[src/rtl/addsub_arbiter_seq.sv]
// addsub_arbiter_seq: two-requester add/subtract engine that reuses one
// half-width adder slice over two cycles (low half, then high half), with a
// round-robin arbiter in front and a registered response port behind.
module addsub_arbiter_seq #(
    parameter int WIDTH = 32
) (
    input  logic             clk,
    input  logic             resetn,
    input  logic             req0_valid,
    output logic             req0_ready,
    input  logic [WIDTH-1:0] req0_a,
    input  logic [WIDTH-1:0] req0_b,
    input  logic             req0_sub,
    input  logic             req1_valid,
    output logic             req1_ready,
    input  logic [WIDTH-1:0] req1_a,
    input  logic [WIDTH-1:0] req1_b,
    input  logic             req1_sub,
    output logic             rsp_valid,
    input  logic             rsp_ready,
    output logic [WIDTH-1:0] rsp_sum,
    output logic             rsp_cout,
    output logic             rsp_ovf,
    output logic             rsp_id
);

    localparam int HALF = WIDTH / 2;

    typedef enum logic [1:0] {
        ST_IDLE = 2'd0,
        ST_LO   = 2'd1,
        ST_HI   = 2'd2,
        ST_DONE = 2'd3
    } state_t;

    state_t r_state;
    state_t w_state_nxt;

    // Latched operation (b is stored already inverted for subtract)
    logic [WIDTH-1:0] r_a;
    logic [WIDTH-1:0] r_b_eff;
    logic             r_sub;
    logic             r_id;
    logic             r_last;      // requester served most recently
    logic             r_carry;     // carry from low half into high half
    logic [HALF-1:0]  r_sum_lo;

    // Response registers
    logic             r_rsp_valid;
    logic [WIDTH-1:0] r_rsp_sum;
    logic             r_rsp_cout;
    logic             r_rsp_ovf;
    logic             r_rsp_id;

    // Arbiter / capture wires
    logic             w_gnt0;
    logic             w_gnt1;
    logic             w_accept;
    logic [WIDTH-1:0] w_in_a;
    logic [WIDTH-1:0] w_in_b;
    logic             w_in_sub;

    // Shared slice wires
    logic [HALF-1:0]  w_op_a;
    logic [HALF-1:0]  w_op_b;
    logic             w_cin;
    logic [HALF:0]    w_slice;
    logic             w_msb_cin;

    // State register; reset discards any in-flight operation
    always_ff @(posedge clk or negedge resetn) begin
        if (!resetn) begin
            r_state <= ST_IDLE;
        end else begin
            r_state <= w_state_nxt;
        end
    end

    // Next state and grant: ready only in IDLE, out of reset, to one winner
    always_comb begin
        w_state_nxt = r_state;
        w_gnt0      = 1'b0;
        w_gnt1      = 1'b0;
        case (r_state)
            ST_IDLE: begin
                if (resetn && req0_valid && req1_valid) begin
                    // Contention: the requester not served last wins
                    if (r_last) begin
                        w_gnt0 = 1'b1;
                    end else begin
                        w_gnt1 = 1'b1;
                    end
                end else if (resetn && req0_valid) begin
                    w_gnt0 = 1'b1;
                end else if (resetn && req1_valid) begin
                    w_gnt1 = 1'b1;
                end else begin
                    w_gnt0 = 1'b0;
                    w_gnt1 = 1'b0;
                end
                if (w_gnt0 || w_gnt1) begin
                    w_state_nxt = ST_LO;
                end else begin
                    w_state_nxt = ST_IDLE;
                end
            end
            ST_LO:   w_state_nxt = ST_HI;
            ST_HI:   w_state_nxt = ST_DONE;
            ST_DONE: begin
                if (rsp_ready) begin
                    w_state_nxt = ST_IDLE;
                end else begin
                    w_state_nxt = ST_DONE;
                end
            end
            default: w_state_nxt = ST_IDLE;
        endcase
    end

    assign w_accept   = w_gnt0 | w_gnt1;
    assign req0_ready = w_gnt0;
    assign req1_ready = w_gnt1;

    // Select the granted requester's operands for capture
    always_comb begin
        if (w_gnt1) begin
            w_in_a   = req1_a;
            w_in_b   = req1_b;
            w_in_sub = req1_sub;
        end else begin
            w_in_a   = req0_a;
            w_in_b   = req0_b;
            w_in_sub = req0_sub;
        end
    end

    // Capture the operation on accept; inputs are ignored afterwards
    always_ff @(posedge clk or negedge resetn) begin
        if (!resetn) begin
            r_a     <= {WIDTH{1'b0}};
            r_b_eff <= {WIDTH{1'b0}};
            r_sub   <= 1'b0;
            r_id    <= 1'b0;
            r_last  <= 1'b1;
        end else if (w_accept) begin
            r_a     <= w_in_a;
            r_b_eff <= w_in_b ^ {WIDTH{w_in_sub}};
            r_sub   <= w_in_sub;
            r_id    <= w_gnt1;
            r_last  <= w_gnt1;
        end else begin
            r_last  <= r_last;
        end
    end

    // Shared slice operand mux: high half in HI (carry_lo in), else low half (sub in)
    always_comb begin
        if (r_state == ST_HI) begin
            w_op_a = r_a[WIDTH-1:HALF];
            w_op_b = r_b_eff[WIDTH-1:HALF];
            w_cin  = r_carry;
        end else begin
            w_op_a = r_a[HALF-1:0];
            w_op_b = r_b_eff[HALF-1:0];
            w_cin  = r_sub;
        end
    end

    assign w_slice   = {1'b0, w_op_a} + {1'b0, w_op_b} + {{HALF{1'b0}}, w_cin};
    // Carry into the slice MSB, recovered from the MSB sum bit
    assign w_msb_cin = w_op_a[HALF-1] ^ w_op_b[HALF-1] ^ w_slice[HALF-1];

    // Hold the low half result and the inter-half carry
    always_ff @(posedge clk or negedge resetn) begin
        if (!resetn) begin
            r_sum_lo <= {HALF{1'b0}};
            r_carry  <= 1'b0;
        end else if (r_state == ST_LO) begin
            r_sum_lo <= w_slice[HALF-1:0];
            r_carry  <= w_slice[HALF];
        end else begin
            r_carry  <= r_carry;
        end
    end

    // Response registers: loaded in HI, held through DONE, valid cleared on handshake
    always_ff @(posedge clk or negedge resetn) begin
        if (!resetn) begin
            r_rsp_valid <= 1'b0;
            r_rsp_sum   <= {WIDTH{1'b0}};
            r_rsp_cout  <= 1'b0;
            r_rsp_ovf   <= 1'b0;
            r_rsp_id    <= 1'b0;
        end else begin
            case (r_state)
                ST_HI: begin
                    r_rsp_valid <= 1'b1;
                    r_rsp_sum   <= {w_slice[HALF-1:0], r_sum_lo};
                    r_rsp_cout  <= w_slice[HALF];
                    r_rsp_ovf   <= w_slice[HALF] ^ w_msb_cin;
                    r_rsp_id    <= r_id;
                end
                ST_DONE: begin
                    if (rsp_ready) begin
                        r_rsp_valid <= 1'b0;
                    end else begin
                        r_rsp_valid <= 1'b1;
                    end
                end
                default: r_rsp_valid <= r_rsp_valid;
            endcase
        end
    end

    assign rsp_valid = r_rsp_valid;
    assign rsp_sum   = r_rsp_sum;
    assign rsp_cout  = r_rsp_cout;
    assign rsp_ovf   = r_rsp_ovf;
    assign rsp_id    = r_rsp_id;

endmodule

[config.mk]
export PLATFORM = sky130hd
export DESIGN_NAME = addsub_arbiter_seq
export DESIGN_NICKNAME = d
export VERILOG_FILES = /design/src/rtl/addsub_arbiter_seq.sv
export SDC_FILE = /design/constraint.sdc
export NUM_CORES = 1
export LEC_CHECK = 0
export ABC_AREA = 1
export CAP_MARGIN = 20
export CELL_PAD_IN_SITES_DETAIL_PLACEMENT = 1
export CELL_PAD_IN_SITES_GLOBAL_PLACEMENT = 1
export CORE_UTILIZATION = 35
export CTS_CLUSTER_SIZE = 24
export DETAILED_ROUTE_END_ITERATION = 7
export GPL_TIMING_DRIVEN = 0
export PLACE_DENSITY = 0.86
export SYNTH_ARGS = -nofsm -noshare
export SYNTH_HDL_FRONTEND = slang
export SYNTH_SLANG_ARGS = --single-unit
[constraint.sdc]
create_clock -name clk -period 3.2 [get_ports clk]
set_input_delay 0.64 -clock clk [delete_from_list [all_inputs] [get_ports clk]]
set_output_delay 0.64 -clock clk [all_outputs]
set_load 0.05 [all_outputs]
-- Word-level counts from Yosys, hierarchy flattened
Index checks and enable logic that the tools add are counted.
- logic and storage cells: 51
- output and inout bits: 38
- register bits: 122
- input port bits: 135
- $add $sub $neg: 2
- mux-type cells: 22
- bitwise operators: 5
- equality and inequality tests: 3
- reductions and logical operators: 6
- operators by type and width (kind ; number):
    $mux W32 ; 2
    $mux W16 ; 2
    $xor A32 B32 Y32 ; 1
    $add A16 B16 Y17 ; 1
    $add A17 B1 Y17 ; 1
    $mux W1 ; 15
    $pmux W2 S4 ; 1
    $eq A2 B2 Y1 const B ; 2
    $logic_and A1 B1 Y1 ; 3
    $xor A1 B1 Y1 ; 3
    $eq A2 B1 Y1 const B ; 1
    $logic_not A2 Y1 ; 1
    $mux W2 ; 1
    $pmux W1 S2 ; 1
    $reduce_bool A2 Y1 ; 1
    $logic_or A1 B1 Y1 ; 1
    $or A1 B1 Y1 ; 1

-- Longest topological paths before layout
Gate-level depths: netlist of the first run.
- depth after elaboration: 8
- depth in mapped cells: 18
- mapped depth without buffers: 17

-- Worst setup path after synthesis of the first run
OpenSTA, ideal clock, no wires.
- path kind: flip-flop to flip-flop
- from: register r_state[1]
- to: register r_sum_lo[8]
- slack: 543 ps
- stages on the path, launching flop included: 16
- library setup time: 132 ps
- clock period less this slack: 2657 ps
- data arrival time: 2525 ps
- buffers on the path: 1
- data required time: 3068 ps
- cells stage by stage: dfrtp_1 -> inv_2 -> nor2_2 -> clkbuf_1 -> nand2_1 -> o21ai_0 -> fa_1 -> inv_1 -> fa_1 -> nand2_1 -> nand2_1 -> nand3_1 -> nand2_1 -> or2_2 -> nand3_1 -> o21ai_0
- longest elaborated chain between the ends: 4
- elaborated cells on any way between the ends: 7
- classes of those cells: add/sub: 2; eq/ne: 2; mux: 3
- ends and longest elaborated chain (element ; line ; source):
    start, declared ; 36 ; state_t r_state;
    start signal, assigned ; 75 ; r_state <= w_state_nxt;
    $eq A2 B2 Y1 ; 158 ; if (r_state == ST_HI) begin
    $mux W16 ; 158 ;
    $add A16 B16 Y17 ; 169 ; assign w_slice = {1'b0, w_op_a} + {1'b0, w_op_b} + {{HALF{1'b0}}, w_cin};
    $add A17 B1 Y17 ; 169 ;
    end signal, assigned ; 176 ; r_sum_lo <= {HALF{1'b0}};
    end signal, assigned ; 179 ; r_sum_lo <= w_slice[HALF-1:0];
    end, declared ; 46 ; logic [HALF-1:0] r_sum_lo;
Parallel ways exist; a longest one is shown, timed or not.
A chain may end at the register's enable or synchronous reset.

-- Worst setup path after layout of the first run
- from: register r_state[1]
- to: register r_rsp_sum[29], in the netlist rsp_sum[29]
- longest elaborated chain between the ends: 4
- elaborated cells on any way between the ends: 6
- classes of those cells: add/sub: 2; eq/ne: 1; mux: 3
- ends and longest elaborated chain (element ; line ; source):
    $eq A2 B2 Y1 * ; 158, 195 ;
    $mux W16 ; 158 ;
    $add A16 B16 Y17 ; 169 ;
    $add A17 B1 Y17 ; 169 ;
    end signal, assigned ; 190 ; r_rsp_sum <= {WIDTH{1'b0}};
    end signal, assigned ; 198 ; r_rsp_sum <= {w_slice[HALF-1:0], r_sum_lo};
    end, declared ; 50 ; logic [WIDTH-1:0] r_rsp_sum;
Every way passes the cells marked *; elsewhere a longest branch is shown, timed or not.

==> impl_metrics.json, run 1 <==
{
  "n_fill_cell": 2396,
  "chipWidth_um": 142,
  "cts_setup_buffers": 0,
  "p_total_mw": 11.7,
  "drt_iter0_markers": 369,
  "synthTopCellsByCount": "nand2_1 (351), dfrtp_1 (121), o21ai_0 (114)",
  "grt_pass1_wl_um": 38800,
  "grt_max_degree": 66,
  "cp_data_required_time_ps": 3570,
  "timing.final.crit_share_pct": 95.2,
  "synth-seq-cells": 122,
  "cp-endpoint": "rsp_sum[29]",
  "synth-compound-area-share_pct": 14.3,
  "p_per_area_nw_per_um2": 1220,
  "p_leak_nw": 4.56,
  "grt_util_met2_pct": 43.9,
  "start_util_pct": 36.2,
  "hold_path_class": "in2async",
  "cts.clk_slew.worst_paths_ps": 60,
  "synth_edf_count": 0,
  "syn_area_per_cell_sq_um": 7.16,
  "crit_family": "simple AND/OR/NAND/NOR gates",
  "grt_pass1_vias": 7541,
  "yosysTopAreaCellShare_pct": 44.3,
  "dp_cells": 1387,
  "cp.depth": 14,
  "status": "completed",
  "dr.pass1.iters": 5,
  "cp_max_fo": 10,
  "antenna_found_initial": 0,
  "die_y_um": 142,
  "hpwlAfterDp_um": 18500,
  "gp_congestion": 0.876,
  "synth_xor_area_share_pct": 0.897,
  "seq_area_frac_synth_pct": 44.7,
  "vdd_drop_max_mv": 0.520,
  "cts-root-buf": "clkbuf_16",
  "yosys.area_share.adder_pct": 3.33,
  "via_per_inst": 5.04,
  "synth_mux_area_share_pct": 0,
  "clockBufferDepth": 2,
  "synth-main-ff-cell": "dfrtp_1",
  "numCtsBuffers": 17,
  "rsz0062_at_grt": "true",
  "min_period_ps": 3050,
  "rr_worst_depth": 14,
  "cp_cell_sequence": "inv_2, nor2_4, clkbuf_1, o21ai_0, ha_1, nand2_1, inv_1, a21oi_1, nor2_1, nor2_1, nand2_1, nand2_1, nand3_1, nand2_1",
  "nets": 1298,
  "maxSlewViolCount": 0,
  "synth_top_family_by_area": "simple AND/OR/NAND/NOR gates",
  "critical_path.slowest_cell": "clkbuf_1",
  "r2r-end": "rsp_sum[29]",
  "final-hold-violation-count": 0,
  "synth.distinct_cells": 33,
  "clock_skew_ps": 7.78,
  "routed_wl_um": 24400,
  "yosys-top-cells-area": "dfrtp_1 (44%), nand2_1 (19%), o21ai_0 (8.4%)",
  "synthArstFlopShare_pct": 100,
  "tightest_slew_ps": 621,
  "core-area_sq_um": 18900,
  "critPathKind": "reg2reg",
  "clock-sinks": 122,
  "path_common_cell": "nand2_1",
  "grt_usage_pct": 25.4,
  "critPathLaunchType": "register",
  "drc": 0,
  "met1_usage_pct": 30.6,
  "die-area_sq_um": 20100,
  "io-pin-count": 173,
  "n_antenna_cell": 0,
  "drv_cap": 0,
  "finalSetupViolations": 0,
  "slew_headroom_pct": 58.6,
  "path_buf_inv": 3,
  "critPathMaxStageDelay_ps": 450,
  "use_met3_pct": 4.93,
  "io_buffers": 172,
  "antenna_left": 0,
  "area_delta_synth_final_pct": 39.6,
  "cts_max_level": 4,
  "yosysMostFrequentCell": "nand2_1",
  "rr_startpoint": "r_state[1]",
  "clock_latency_ps": 440,
  "cts_tree": "done",
  "yosysWarningCount": 0,
  "worst_ep_arrival_time_ps": 3420,
  "tns_ps": 0,
  "rrSetupSlack_ps": 150,
  "fin_cells": 1419,
  "busiest_layer": "met2",
  "startpoint": "r_state[1]",
  "synthCells": 954,
  "rows": 50,
  "wl_per_cell_um": 17.2,
  "syn_area_sq_um": 6830,
  "synth_area_leader_cell": "dfrtp_1",
  "postSynthNetCount": 1106,
  "vias": 7149,
  "end_kind": "register",
  "yosys.area_share.simple_pct": 28.4,
  "overflow": 0,
  "drive_above_1_share_pct": 6.04,
  "fmax_mhz": 328
}
[power breakdown]
part	switching (mW)	internal (mW)	leakage [nW]	total, mW
clock	0.711	1.30	0.297	2.01
sequential	0.430	2.32	1.48	2.75
combinational	4.61	2.28	2.78	6.89
total	5.75	5.91	4.56	11.7
[sequential cells by signal, indices dropped and copies added, names as in the netlist, 2 cells and up]
| register | count |
|---|---|
| r_a | 32 |
| r_state | 2 |
| r_sum_lo | 16 |
| r_b_eff | 32 |
| rsp_sum | 32 |
[cell usage in the layout (no fill, tap or decap), types with 3 or more instances in the layout]
cell,count
nor3_1,3
o21ai_0,113
nor2_1,75
nand3_1,42
clkbuf_16,17
inv_2,4
buf_4,6
xnor2_1,5
nand3b_1,5
clkbuf_1,26
a21oi_1,18
nand2_1,351
inv_1,84
o22ai_1,26
dfrtp_1,121
ha_1,15
clkinv_2,3
clkbuf_8,4
bufinv_16,3
buf_2,14
o21ai_1,5
clkdlybuf4s50_1,170
a31oi_1,18
[worst reg2reg max path, stage by stage (launching register included)]
cell and delay [ps]:
dfrtp_1 400, inv_2 110, nor2_4 250, clkbuf_1 450, o21ai_0 260, ha_1 430
nand2_1 90, inv_1 60, a21oi_1 280, nor2_1 80, nor2_1 170, nand2_1 80
nand2_1 100, nand3_1 120, nand2_1 100
[stage by stage]
step / instance area [sq um] / util [%] / hold slack [ps] / setup slack, ps
after floorplan: 6830 / - / 344 / 543
after global placement: 8880 / 47.0 / 456 / -5120
after detailed placement: 8910 / 47.2 / 465 / -510
after CTS: 9530 / 50.4 / 149 / 34.3
after global routing: 9540 / 50.5 / 172 / -27.9
final: 9540 / 50.5 / 136 / 154
[metal layers]
metal  part of all wire [%]  vias up
met5                      0        -
met4                    3.4        0
met3                    4.3       50
met2                     50      200
met1                     42     3458
li1                       -     3441
[worst min path at each step]
stage,from,endpoint,slack [ps],cells after the start
6_report,resetn,r_a[26],140,1
5_1_grt,resetn,rsp_valid,170,1
4_1_cts,resetn,rsp_valid,150,1
3_5_place_dp,rsp_sum[13],rsp_sum[13],460,2
3_3_place_gp,rsp_sum[5],rsp_sum[5],460,2
2_1_floorplan,resetn,r_a[0],340,0
[cells by family (layout without fill, tap and decap cells)]
logic type	after synthesis	after routing
xor+xnor	7	7
compound gates	183	183
buf+inv	138	342
simple gates	487	488
flops	122	122
fa+ha+maj	17	17
[area by class of cell]
type | instances | area, sq um | area share (%)
timing repair buffer | 173 | 1760 | 18.4
multi-input combinational | 695 | 3220 | 33.8
tap | 260 | 325 | 3.41
clock inverter | 7 | 113 | 1.18
sequential | 122 | 3050 | 32.0
buffer | 48 | 238 | 2.49
inverter | 89 | 334 | 3.50
clock buffer | 25 | 495 | 5.20
[what timing repair did]
action                     4_1_cts  5_1_grt
setup endpoints to repair       14       15
pin swaps                        0        1
resized for setup                6        8
gates cloned                     0        1
hold buffers                     0        0
No activity file was read; power rests on OpenSTA's default activity.
==> inputs of run 2 (changes only) <==
--- a/config.mk
+++ b/config.mk
@@ -6,14 +6,13 @@
 export NUM_CORES = 1
 export LEC_CHECK = 0
 export ABC_AREA = 1
-export CAP_MARGIN = 20
 export CELL_PAD_IN_SITES_DETAIL_PLACEMENT = 1
 export CELL_PAD_IN_SITES_GLOBAL_PLACEMENT = 1
 export CORE_UTILIZATION = 35
 export CTS_CLUSTER_SIZE = 24
 export DETAILED_ROUTE_END_ITERATION = 7
 export GPL_TIMING_DRIVEN = 0
-export PLACE_DENSITY = 0.86
+export PLACE_DENSITY = 0.76
 export SYNTH_ARGS = -nofsm -noshare
 export SYNTH_HDL_FRONTEND = slang
 export SYNTH_SLANG_ARGS = --single-unit
==> impl_metrics.json, run 2 (synthesis gave the netlist of run 1 again) <==
{
  "grt_pass1_vias": 7245,
  "hold_path_class": "in2async",
  "end_kind": "register",
  "timing.final.crit_share_pct": 92.9,
  "rows": 50,
  "cts.clk_slew.worst_paths_ps": 60,
  "whs_ps": 97.6,
  "start_util_pct": 36.2,
  "grt_usage_pct": 24.9,
  "clock-sinks": 122,
  "utilization_pct": 50.8,
  "final-hold-violation-count": 0,
  "cts_max_level": 4,
  "dr.pass1.iters": 5,
  "die-area_sq_um": 20100,
  "antenna_found_initial": 1,
  "drive_above_1_share_pct": 6.64,
  "stdcell_area_sq_um": 9600,
  "drv_cap": 0,
  "clock_latency_ps": 430,
  "numCtsBuffers": 17,
  "worst_ep_arrival_time_ps": 3260,
  "dp_cells": 1387,
  "cts-root-buf": "clkbuf_16",
  "slew_headroom_pct": 60.0,
  "tns_ps": 0,
  "vias": 6945,
  "io_buffers": 172,
  "final_cell_mix": "nand2_1 (351), clkdlybuf4s50_1 (169), dfrtp_1 (121)",
  "hpwlAfterDp_um": 18100,
  "maxSlewViolCount": 0,
  "wl_per_cell_um": 16.7,
  "p_per_area_nw_per_um2": 1220,
  "grt_max_degree": 65,
  "fmax_mhz": 336,
  "gp_congestion": 0.856,
  "area_delta_synth_final_pct": 40.4,
  "cp_max_fo": 10,
  "critPathKind": "reg2reg",
  "clockBufferDepth": 2,
  "routed_wl_um": 23700,
  "cts_hold_buffers": 0,
  "n_fill_cell": 2373,
  "final_common_cell": "nand2_1",
  "die_y_um": 142,
  "critPathLaunchType": "register",
  "io-pin-count": 173,
  "cts_tree": "done",
  "overflow": 0,
  "nets": 1299,
  "via_per_inst": 4.89,
  "vdd_drop_max_mv": 0.478,
  "cp_data_required_time_ps": 3480,
  "finalSetupViolations": 0,
  "drt_iter0_markers": 299,
  "fin_cells": 1421,
  "antenna_left": 0,
  "p_leak_nw": 4.59,
  "tightest_slew_ps": 600,
  "drc": 0,
  "worst_slack_ps": 226,
  "min_period_ps": 2970,
  "dp_slack_ps": -861,
  "placed_cell_area_sq_um": 8910,
  "status": "completed",
  "clock_skew_ps": 12.8,
  "chipWidth_um": 142,
  "core-area_sq_um": 18900,
  "p_total_mw": 11.7,
  "grt_pass1_wl_um": 38100
}
==> run 2: changes by cell type in the layout (fill, tap and decap cells not counted), moves of 2 or more <==
cell / previous run / this run
clkinv_2: 3 / 0
inv_6: 0 / 2
clkbuf_8: 4 / 1
clkbuf_1: 26 / 20
clkinv_4: 0 / 2
clkbuf_2: 2 / 6
clkinvlp_4: 1 / 5
==> run 2: final cells by class <==
| class | instances | area (sq um) | share of cell area, % |
|---|---|---|---|
| multi-input combinational | 695 | 3220 | 33.6 |
| sequential | 122 | 3050 | 31.8 |
| timing repair buffer | 174 | 1780 | 18.6 |
| clock buffer | 19 | 443 | 4.62 |
| inverter | 89 | 334 | 3.48 |
| tap | 260 | 325 | 3.39 |
| buffer | 48 | 239 | 2.49 |
| clock inverter | 13 | 193 | 2.01 |
| antenna | 1 | 2.50 | 0.0261 |
==> run 2: final timing paths <==
path                                 start     endpoint  cells past startpoint  slack [ps]
worst max-delay path            r_state[1]  r_sum_lo[8]                     15         230
worst min-delay path                resetn   rsp_sum[3]                      1         100
worst max register to register  r_state[1]  r_sum_lo[8]                     15         230
worst min register to register  rsp_sum[7]   rsp_sum[7]                      2         470
max in group asynchronous           resetn      r_a[25]                      2        2550
min in group clk                rsp_sum[7]   rsp_sum[7]                      2         470
==> run 2: per-layer routing <==
| metal | global-route usage, % | vias up | wire length, um |
|---|---|---|---|
| li1 | - | 3439 | - |
| met1 | 31.5 | 3327 | 10900 |
| met2 | 42.4 | 143 | 11600 |
| met3 | 3.98 | 36 | 647 |
| met4 | 9.62 | 0 | 614 |
| met5 | 0 | - | 0 |
==> run 2: power breakdown <==
| group | internal (mW) | total, mW | switching (mW) |
|---|---|---|---|
| sequential | 2.32 | 2.73 | 0.409 |
| combinational | 2.28 | 6.84 | 4.56 |
| clock | 1.33 | 2.09 | 0.756 |
| total | 5.93 | 11.7 | 5.73 |
==> run 2: worst max-delay path: stages (launching register included) <==
cell and delay [ps]:
dfrtp_1 400, inv_2 120, nor2_4 230, clkbuf_2 280, nand2_1 80, o21ai_0 120
fa_1 220, inv_1 60, fa_1 400, nand2_1 90, nand2_1 100, nand3_1 100
nand2_1 130, or2_2 320, nand3_1 90, o21ai_0 90
==> run 2: what timing repair did <==
item                       in CTS  in global routing
pin swaps                       0                  1
setup endpoints to repair      11                 16
resized for setup               7                 12
gates cloned                    0                  2
buffers inserted                0                  0
==> inputs of run 3 (changes only) <==
--- a/config.mk
+++ b/config.mk
@@ -8,11 +8,11 @@
 export ABC_AREA = 1
 export CELL_PAD_IN_SITES_DETAIL_PLACEMENT = 1
 export CELL_PAD_IN_SITES_GLOBAL_PLACEMENT = 1
-export CORE_UTILIZATION = 35
+export CORE_UTILIZATION = 32
 export CTS_CLUSTER_SIZE = 24
 export DETAILED_ROUTE_END_ITERATION = 7
 export GPL_TIMING_DRIVEN = 0
-export PLACE_DENSITY = 0.76
+export PLACE_DENSITY = 0.73
 export SYNTH_ARGS = -nofsm -noshare
 export SYNTH_HDL_FRONTEND = slang
 export SYNTH_SLANG_ARGS = --single-unit
==> constraint.sdc (replaced) <==
create_clock -name clk -period 2.42 [get_ports clk]
set_input_delay 0.484 -clock clk [delete_from_list [all_inputs] [get_ports clk]]
set_output_delay 0.484 -clock clk [all_outputs]
set_load 0.05 [all_outputs]
==> impl_metrics.json, run 3 (synthesis gave the netlist of run 1 again) <==
{
  "end_kind": "register",
  "cp_data_required_time_ps": 2700,
  "p_per_area_nw_per_um2": 1850,
  "worst_slack_ps": -158,
  "vdd_drop_max_mv": 0.845,
  "r2r-end": "r_sum_lo[10]",
  "critPathLaunchType": "register",
  "core-area_sq_um": 21000,
  "slew_headroom_pct": 55.5,
  "cp_max_fo": 5,
  "via_per_inst": 5.03,
  "clock-sinks": 122,
  "critical_path.slowest_cell": "dfrtp_1",
  "drive_above_1_share_pct": 20.2,
  "worst_ep_arrival_time_ps": 2860,
  "critPathMaxStageDelay_ps": 400,
  "cts_tree": "done",
  "drc": 0,
  "cts_max_level": 4,
  "clock_latency_ps": 430,
  "die-area_sq_um": 21900,
  "fmax_mhz": 388,
  "cp.depth": 18,
  "final_cell_mix": "nand2_1 (307), clkdlybuf4s50_1 (169), dfrtp_1 (120)",
  "stdcell_area_sq_um": 10800,
  "overflow": 0,
  "area_delta_synth_final_pct": 57.6,
  "rows": 53,
  "n_antenna_cell": 0,
  "final_common_cell": "nand2_1",
  "hold_path_class": "in2async",
  "placed_cell_area_sq_um": 8950,
  "io_buffers": 172,
  "numCtsBuffers": 17,
  "routed_wl_um": 28000,
  "start_util_pct": 32.6,
  "chipWidth_um": 148,
  "min_period_ps": 2580,
  "dp_slack_ps": -1330,
  "hpwlAfterDp_um": 18500,
  "utilization_pct": 51.4,
  "maxSlewViolCount": 0,
  "p_leak_nw": 5.04,
  "grt_pass1_vias": 7614,
  "grt_usage_pct": 24.4,
  "tightest_slew_ps": 668,
  "drv_cap": 0,
  "antenna_left": 0,
  "crit_family": "simple AND/OR/NAND/NOR gates",
  "io-pin-count": 173,
  "gp_congestion": 0.850,
  "critPathKind": "reg2reg",
  "rr_startpoint": "r_state[1]",
  "nets": 1344,
  "p_total_mw": 19.9,
  "dr.pass1.iters": 7,
  "cts-root-buf": "clkbuf_16",
  "rrSetupSlack_ps": -160,
  "whs_ps": -3.61,
  "wl_per_cell_um": 18.9,
  "vias": 7440,
  "antenna_found_initial": 0,
  "cp_cell_sequence": "inv_2, nor2_4, buf_12, buf_8, nand2_4, o21ai_4, fa_2, inv_2, fa_2, nand2_2, nand2_4, nand3b_1, nand2_2, nand2_2, nand2_1, nand2_1, nand3_1, o21ai_1",
  "final-hold-violation-count": 1,
  "rr_worst_depth": 18,
  "die_y_um": 148,
  "violations": "negative hold slack, negative setup slack",
  "finalSetupViolations": 25,
  "status": "complete, but fails checks",
  "n_fill_cell": 2561,
  "cts.clk_slew.worst_paths_ps": 60,
  "path_common_cell": "nand2_2",
  "rsz0062_at_grt": "true",
  "timing.final.crit_share_pct": 107,
  "path_buf_inv": 4,
  "clock_skew_ps": 12.7,
  "grt_pass1_wl_um": 40700,
  "clockBufferDepth": 2,
  "drt_iter0_markers": 453,
  "grt_max_degree": 35
}
-- run 3: repair_timing --
item | CTS | global route
pin swaps | 39 | 45
setup endpoints to repair | 74 | 32
gates resized for setup | 127 | 103
endpoints found under the hold margin | 28 | 0
gates cloned | 3 | 0
setup buffers | 27 | 16
hold buffers | 1 | 0
-- run 3: how the worst max path moves through the flow --
stage	from	end
floorplan	r_state[1]	r_sum_lo[8]
global placement	resetn	req1_ready
detailed placement	resetn	req1_ready
CTS	r_state[0]	r_sum_lo[8]
global route	r_state[1]	r_sum_lo[10]
finish	r_state[1]	r_sum_lo[10]
-- run 3: stage by stage --
step	TNS [ps]	cells
final	-1830	1480
after detailed placement	-46010	1402
after global routing	-4520	1480
after floorplan	0	954
after global placement	-872480	1401
after CTS	-314	1465
-- run 3: layout make-up --
class	count	area, sq um	area share [%]
Timing Repair Buffer	218	2190	20.4
Clock buffer	18	439	4.08
Inverter	89	347	3.22
Buffer	49	373	3.46
Clock inverter	14	150	1.39
Multi-Input combinational cell	695	3860	35.9
Tap cell	275	344	3.20
Sequential cell	122	3060	28.4
-- run 3: where the power goes --
group | internal, mW | total, mW | leakage, nW | switching [mW]
clock | 1.54 | 2.56 | 0.270 | 1.02
combinational | 5.38 | 13.7 | 3.28 | 8.32
sequential | 3.07 | 3.67 | 1.48 | 0.600
total | 10.0 | 19.9 | 5.04 | 9.94
-- run 3: worst reg2reg max path, cell delays in order, from the launching register on --
cell	delay, ps
dfrtp_1	400
inv_2	110
nor2_4	60
buf_12	140
buf_8	140
nand2_4	60
o21ai_4	60
fa_2	380
inv_2	80
fa_2	200
nand2_2	70
nand2_4	80
nand3b_1	90
nand2_2	160
nand2_2	70
nand2_1	90
nand2_1	100
nand3_1	90
o21ai_1	60
-- run 3: metal layers --
| metal | GRT usage (%) | routed length (um) |
|---|---|---|
| met1 | 30.9 | 11700 |
| met2 | 43.1 | 14400 |
| met3 | 3.25 | 1110 |
| met4 | 7.16 | 768 |
| met5 | 0 | 0 |
